--- config.mk ---
export PLATFORM = sky130hd
export DESIGN_NAME = uart_tx_drain_flat
export DESIGN_NICKNAME = d
export VERILOG_FILES = /design/src/rtl/uart_tx_drain_pkg.sv /design/src/rtl/uart_tx_drain_if.sv /design/src/rtl/uart_tx_drain_baud_tick.sv /design/src/rtl/uart_tx_drain.sv /design/src/flat_wrapper.sv
export SDC_FILE = /design/constraint.sdc
export NUM_CORES = 1
export LEC_CHECK = 0
export CAP_MARGIN = 20
export CORE_MARGIN = 2
export CORE_UTILIZATION = 42
export CTS_CLUSTER_DIAMETER = 120
export DETAILED_ROUTE_END_ITERATION = 7
export GPL_TIMING_DRIVEN = 0
export PLACE_DENSITY = 0.75
export SYNTH_ARGS = -nofsm -noshare
export SYNTH_HDL_FRONTEND = slang
export SYNTH_HIERARCHICAL = 1
export SYNTH_SLANG_ARGS = --single-unit
--- constraint.sdc ---
create_clock -name clk -period 2.03 [get_ports clk]
set_input_delay 0.203 -clock clk [delete_from_list [all_inputs] [get_ports clk]]
set_output_delay 0.203 -clock clk [all_outputs]
set_load 0.005 [all_outputs]
--- src/rtl/uart_tx_drain_pkg.sv ---
// Shared types and constants for the FIFO-to-UART drain.
// Optional parity stage: define UART_TX_PARITY_EN.
package uart_pkg;

  localparam int DATA_W_DEF = 32;

  localparam int   UART_DATA_BITS  = 8;
  localparam logic UART_IDLE_LEVEL = 1'b1;

  typedef enum logic [2:0] {
    IDLE,
    FETCH,
    START,
    DATA,
`ifdef UART_TX_PARITY_EN
    PARITY,
`endif
    STOP
  } tx_state_t;

  function automatic int frame_cycles(
    input int clks_per_bit,
    input bit parity
  );
    return clks_per_bit *
      (UART_DATA_BITS + 2 + (parity ? 1 : 0));
  endfunction

endpackage

--- src/rtl/uart_tx_drain_if.sv ---
// FIFO read port and UART pin bundle.
// master: the drain; slave: FIFO/pin side.
interface uart_tx_drain_if #(
  parameter int DATA_W = 32
);
  logic [DATA_W-1:0] fifo_data_out;
  logic              fifo_empty;
  logic              fifo_read_enabled;
  logic              tx;
  logic              busy;

  modport master (
    input  fifo_data_out,
    input  fifo_empty,
    output fifo_read_enabled,
    output tx,
    output busy
  );

  modport slave (
    output fifo_data_out,
    output fifo_empty,
    input  fifo_read_enabled,
    input  tx,
    input  busy
  );
endinterface

--- src/rtl/uart_tx_drain_baud_tick.sv ---
// Bit-period counter with synchronous clear.
// bit_done pulses on the last cycle of each bit.
module uart_baud_tick #(
  parameter int CLKS_PER_BIT = 434
) (
  input  logic clk,
  input  logic rst_n,
  input  logic clear,
  output logic bit_done
);
  localparam int TW =
    (CLKS_PER_BIT > 1) ? $clog2(CLKS_PER_BIT) : 1;
  localparam logic [TW-1:0] LAST =
    TW'(CLKS_PER_BIT - 1);

  logic [TW-1:0] cnt_q;
  logic          last;

  assign last     = (cnt_q == LAST);
  assign bit_done = last & ~clear;

  always_ff @(posedge clk or negedge rst_n) begin
    if (!rst_n) begin
      cnt_q <= '0;
    end else if (clear || last) begin
      cnt_q <= '0;
    end else begin
      cnt_q <= cnt_q + 1'b1;
    end
  end
endmodule

--- src/rtl/uart_tx_drain.sv ---
// Pops FIFO words and sends the low byte as a UART frame.
// Define UART_TX_PARITY_EN for an even-parity bit.
module uart_tx_drain
  import uart_pkg::*;
#(
  parameter int CLKS_PER_BIT = 434,
  parameter int DATA_W       = DATA_W_DEF
) (
  input logic             clk,
  input logic             rst_n,
  uart_tx_drain_if.master bus
);
  tx_state_t   state_q, state_d;
  logic [7:0]  sreg_q, sreg_d;
  logic [2:0]  bit_q, bit_d;
  logic        par_q, par_d;
  logic        tx_q, tx_d;
  logic        pop;
  logic        clear;
  logic        bit_done;
  logic [DATA_W-1:0] unused_word;

  assign unused_word = bus.fifo_data_out;

  assign clear = (state_q == IDLE) ||
                 (state_q == FETCH);

  uart_baud_tick #(
    .CLKS_PER_BIT(CLKS_PER_BIT)
  ) u_tick (
    .clk     (clk),
    .rst_n   (rst_n),
    .clear   (clear),
    .bit_done(bit_done)
  );

  always_comb begin
    state_d = state_q;
    sreg_d  = sreg_q;
    bit_d   = bit_q;
    par_d   = par_q;
    pop     = 1'b0;
    unique case (state_q)
      IDLE: begin
        if (!bus.fifo_empty) begin
          pop     = 1'b1;
          state_d = FETCH;
        end
      end
      FETCH: begin
        sreg_d  = bus.fifo_data_out[7:0];
        par_d   = ^bus.fifo_data_out[7:0];
        bit_d   = '0;
        state_d = START;
      end
      START: begin
        if (bit_done) state_d = DATA;
      end
      DATA: begin
        if (bit_done) begin
          sreg_d = sreg_q >> 1;
          if (bit_q == 3'd7) begin
`ifdef UART_TX_PARITY_EN
            state_d = PARITY;
`else
            state_d = STOP;
`endif
          end else begin
            bit_d = bit_q + 3'd1;
          end
        end
      end
`ifdef UART_TX_PARITY_EN
      PARITY: begin
        if (bit_done) state_d = STOP;
      end
`endif
      STOP: begin
        if (bit_done) begin
          if (!bus.fifo_empty) begin
            pop     = 1'b1;
            state_d = FETCH;
          end else begin
            state_d = IDLE;
          end
        end
      end
      default: state_d = IDLE;
    endcase
  end

  // tx is registered from the next state so it changes only on edges
  always_comb begin
    tx_d = UART_IDLE_LEVEL;
    unique case (state_d)
      START:   tx_d = 1'b0;
      DATA:    tx_d = sreg_d[0];
`ifdef UART_TX_PARITY_EN
      PARITY:  tx_d = par_q;
`endif
      default: tx_d = UART_IDLE_LEVEL;
    endcase
  end

  always_ff @(posedge clk or negedge rst_n) begin
    if (!rst_n) begin
      state_q <= IDLE;
      sreg_q  <= '0;
      bit_q   <= '0;
      par_q   <= 1'b0;
      tx_q    <= UART_IDLE_LEVEL;
    end else begin
      state_q <= state_d;
      sreg_q  <= sreg_d;
      bit_q   <= bit_d;
      par_q   <= par_d;
      tx_q    <= tx_d;
    end
  end

  assign bus.fifo_read_enabled = pop;
  assign bus.tx                = tx_q;
  assign bus.busy              = (state_q != IDLE);
endmodule
--- src/flat_wrapper.sv ---
// flat-port wrapper written by rule: the top's interface ports become plain ports
module uart_tx_drain_flat import uart_pkg::*;
#(
  parameter int CLKS_PER_BIT = 434,
  parameter int DATA_W       = DATA_W_DEF
)
  (clk, rst_n, bus_fifo_data_out, bus_fifo_empty, bus_fifo_read_enabled, bus_tx, bus_busy);
  uart_tx_drain_if #(.DATA_W(DATA_W)) bus_i ();
  input logic clk;
  input logic rst_n;
  input wire logic [$bits(bus_i.fifo_data_out)-1:0] bus_fifo_data_out;
  input wire logic [$bits(bus_i.fifo_empty)-1:0] bus_fifo_empty;
  output wire logic [$bits(bus_i.fifo_read_enabled)-1:0] bus_fifo_read_enabled;
  output wire logic [$bits(bus_i.tx)-1:0] bus_tx;
  output wire logic [$bits(bus_i.busy)-1:0] bus_busy;
  assign bus_i.fifo_data_out = bus_fifo_data_out;
  assign bus_i.fifo_empty = bus_fifo_empty;
  assign bus_fifo_read_enabled = bus_i.fifo_read_enabled;
  assign bus_tx = bus_i.tx;
  assign bus_busy = bus_i.busy;
  uart_tx_drain #(.CLKS_PER_BIT(CLKS_PER_BIT), .DATA_W(DATA_W)) u_core (.clk(clk), .rst_n(rst_n), .bus(bus_i));
endmodule
==> impl_metrics.csv <==
group,metric,value,unit
run_status,status,"completed",
timing,rsz0062_at_grt,"true",
synth,synth_mux_area_frac,0,
placed_design,place_ws,-574,ps
power,p_seq_frac,0.626,
synth,synth_nets,173,
worst_setup_path,r2r-end,"u_core/bus.tx",
route,ant_nets,0,
route,routed_via_density,5.62,
timing,whs,205,ps
worst_setup_path,start_kind,"flop",
worst_setup_path,end_kind,"flop",
clocking,cts_tree,"done",
timing,max_slew_margin,0.676,
synth,synthesis.instances,134,
power,vdd.ir_drop.worst,321,uV
timing,finalMaxSlewViolations,0,
synth,synthSimpleGateAreaFrac,0.219,
power,p_clk_frac,0.329,
route,wire_per_inst,13.7,um
worst_setup_path,crit_fanout,3,
timing,fin_setup_tns,0,ps
synth,yosysSeqAreaShare,0.455,
hold_path,min_path_type,"primary input to asynchronous set/reset pin",
placed_design,hpwl,1.94,mm
final_layout,n_antenna_cell,0,
clocking,cts_buffers,3,
clocking,clock_sinks,24,
synth,synth_top_family_by_area,"compound AO/OA/AOI/OAI gates",
placed_design,place.gp.congestion,0.821,
clocking,clk_latency,310,ps
timing,fmax,0.504,GHz
route,first_pass_iters,4,
synth,syn-cell-area,1320,um2
timing,clock_skew,4.78,ps
synth,synth_cell_types,40,
synth,synth_compound_area_frac,0.219,
clocking,clock-root-buffer,"clkbuf_4",
power,p_per_area,454,nW/um2
timing,finalSetupViolations,0,
final_layout,layout-drive-gt1-share,0.241,
synth,ys_ff_latch,24,
power,power_switching,156,uW
worst_setup_path,cp.required,2290,ps
power,total_power,766,uW
flow_run,drv_cap,0,
worst_setup_path,r2r-start,"u_core/u_tick/cnt_q[6]",
die,num_rows,20,
global_routing,overflow,0,
timing,hold_violations,0,
die,initial_core_util,0.437,
die,core-area,3030,um2
power,combPwrFrac,0.045,
worst_setup_path,rr_worst_depth,8,
timing,period_share,0.977,
die,die-area,3620,um2
power,internal_power,609,uW
global_routing,antenna_found_initial,0,
synth,avgSynthCellArea,9.88,um2
synth,synth_adder_area_share,0.0378,
clocking,clock_tree.buffer_depth,2,
synth,ys_warn_count,6,
worst_setup_path,rrSetupSlack,50,ps
die,io_pins,38,
route,vias,1157,
synth,postSynth.asyncResetShare,1.00,
synth,synth_xor_area_frac,0.0198,
placed_design,portBuffers,13,
clocking,h-tree-depth,1,
worst_setup_path,arrival,2250,ps
timing,post-route-min-period,1980,ps
route,drt_iter0_markers,63,
route,drc,0,
power,p_sw_frac,0.204,
route,wl,2.83,mm
global_routing,first_global_vias,1139,
worst_setup_path,critPathKind,"flop to flop",
global_routing,globalRouteTotalUtil,0.168,
timing,worstMarginPinSlew,484,ps
final_layout,synthToLayoutAreaGrowth,27.5,%
die,die_x,60.1,um
timing,setup_slack,46.6,ps
synth,synth_flop_cell,"dfrtp_1",
global_routing,grt_pass1_wl,4.65,mm
clocking,clkTransAtPathRegs,130,ps
synth,synth_edf_count,0,
final_layout,finalNetCount,202,
global_routing,grt_max_degree,25,
die,die_h,60.1,um
power,p_leak,0.683,nW
-- sequential cells by signal, indices dropped and copies added (netlist names) --
register             cells
u_core/bus.tx            1
u_core/sreg_q            8
u_core/state_q           3
u_core/u_tick/cnt_q      9
u_core/bit_q             3
-- cell usage after synthesis, types with 2 or more instances --
cell type / instances / share of area
dfrtp_1: 23 / 0.43
a31oi_1: 3 / 0.014
clkbuf_1: 2 / 0.0057
buf_6: 3 / 0.026
nor3_1: 2 / 0.0076
nor2_1: 9 / 0.026
o21ai_0: 12 / 0.045
nand2_1: 13 / 0.037
ha_1: 4 / 0.038
or3_1: 3 / 0.014
inv_1: 5 / 0.014
nand2b_1: 3 / 0.014
nand3_1: 4 / 0.015
nor4_1: 2 / 0.0095
xor2_1: 2 / 0.013
a22oi_1: 2 / 0.011
o22ai_1: 6 / 0.028
nand3b_1: 7 / 0.040
a21oi_1: 8 / 0.030
-- routing by layer --
metal,wire length (um),vias to the layer above,GRT usage,part of all wire
met4,21,0,0.0317,0.0074
met5,0,-,0,0
met1,1160,574,0.191,0.41
met3,112,2,0.0195,0.040
met2,1530,29,0.329,0.54
li1,-,552,-,-
-- layout make-up --
class | count | area (um2)
timing repair buffer | 24 | 215
clock buffer | 4 | 36.3
sequential | 24 | 603
inverter | 5 | 18.8
tap | 44 | 55.1
buffer | 6 | 51.3
fill | 277 | 1340
multi-input combinational | 99 | 708
-- how the worst max path moves through the flow --
stage / startpoint / endpoint / cells past startpoint
after floorplan: u_core/state_q[1] / u_core/bus.tx / 8
after global placement: u_core/state_q[1] / bus_fifo_read_enabled / 7
after detailed placement: u_core/state_q[1] / bus_fifo_read_enabled / 7
after CTS: u_core/u_tick/cnt_q[1] / bus_fifo_read_enabled / 8
after global routing: u_core/u_tick/cnt_q[6] / bus_fifo_read_enabled / 6
final: u_core/u_tick/cnt_q[6] / u_core/bus.tx / 8
-- logic make-up after synthesis --
group / after synthesis
fa+ha+maj: 4
simple gates: 51
compound gates: 41
flops: 24
xor+xnor: 3
buf+inv: 11
-- through the flow --
step	instance area, um2	instances	util
floorplan	1320	134	-
global placement	1510	191	0.498
detailed placement	1510	191	0.498
CTS	1640	203	0.540
global route	1690	206	0.557
finish	1690	206	0.557
-- critical path, cell delays in order, from the launching register on --
cell and delay, ps:
dfrtp_1 430, or3_4 420, nor4_4 150, buf_6 150
nor2b_4 40, buf_4 130, o31a_1 220, o21ai_0 240
a21bo_1 160
-- power by group through the flow --
stage | registers (mW) | clock network, mW | logic (mW)
floorplan | 0.489 | 0 | 0.00166
global placement | 0.489 | 0 | 0.0309
detailed placement | 0.489 | 0 | 0.0316
CTS | 0.480 | 0.266 | 0.0319
global route | 0.480 | 0.278 | 0.0377
finish | 0.480 | 0.252 | 0.0344
-- repair_timing --
item | CTS | global route
setup buffers | 8 | 2
resized for setup | 13 | 9
setup endpoints to repair | 16 | 10
hold buffers | 0 | 0
pin swaps | 3 | 0
-- layout by cell type, fill, tap and decap left out, types with 3 or more instances in the layout --
master / n
buf_4: 11
or3_1: 3
clkdlybuf4s50_1: 12
o22ai_1: 6
o21ai_0: 11
a31oi_1: 3
nand3b_1: 7
nand2b_1: 3
inv_1: 4
nand2_1: 12
nand3_1: 3
dfrtp_1: 22
buf_6: 3
clkbuf_4: 3
nor2_1: 7
a21oi_1: 8
ha_1: 3
Power figures use the tool's default switching activity.
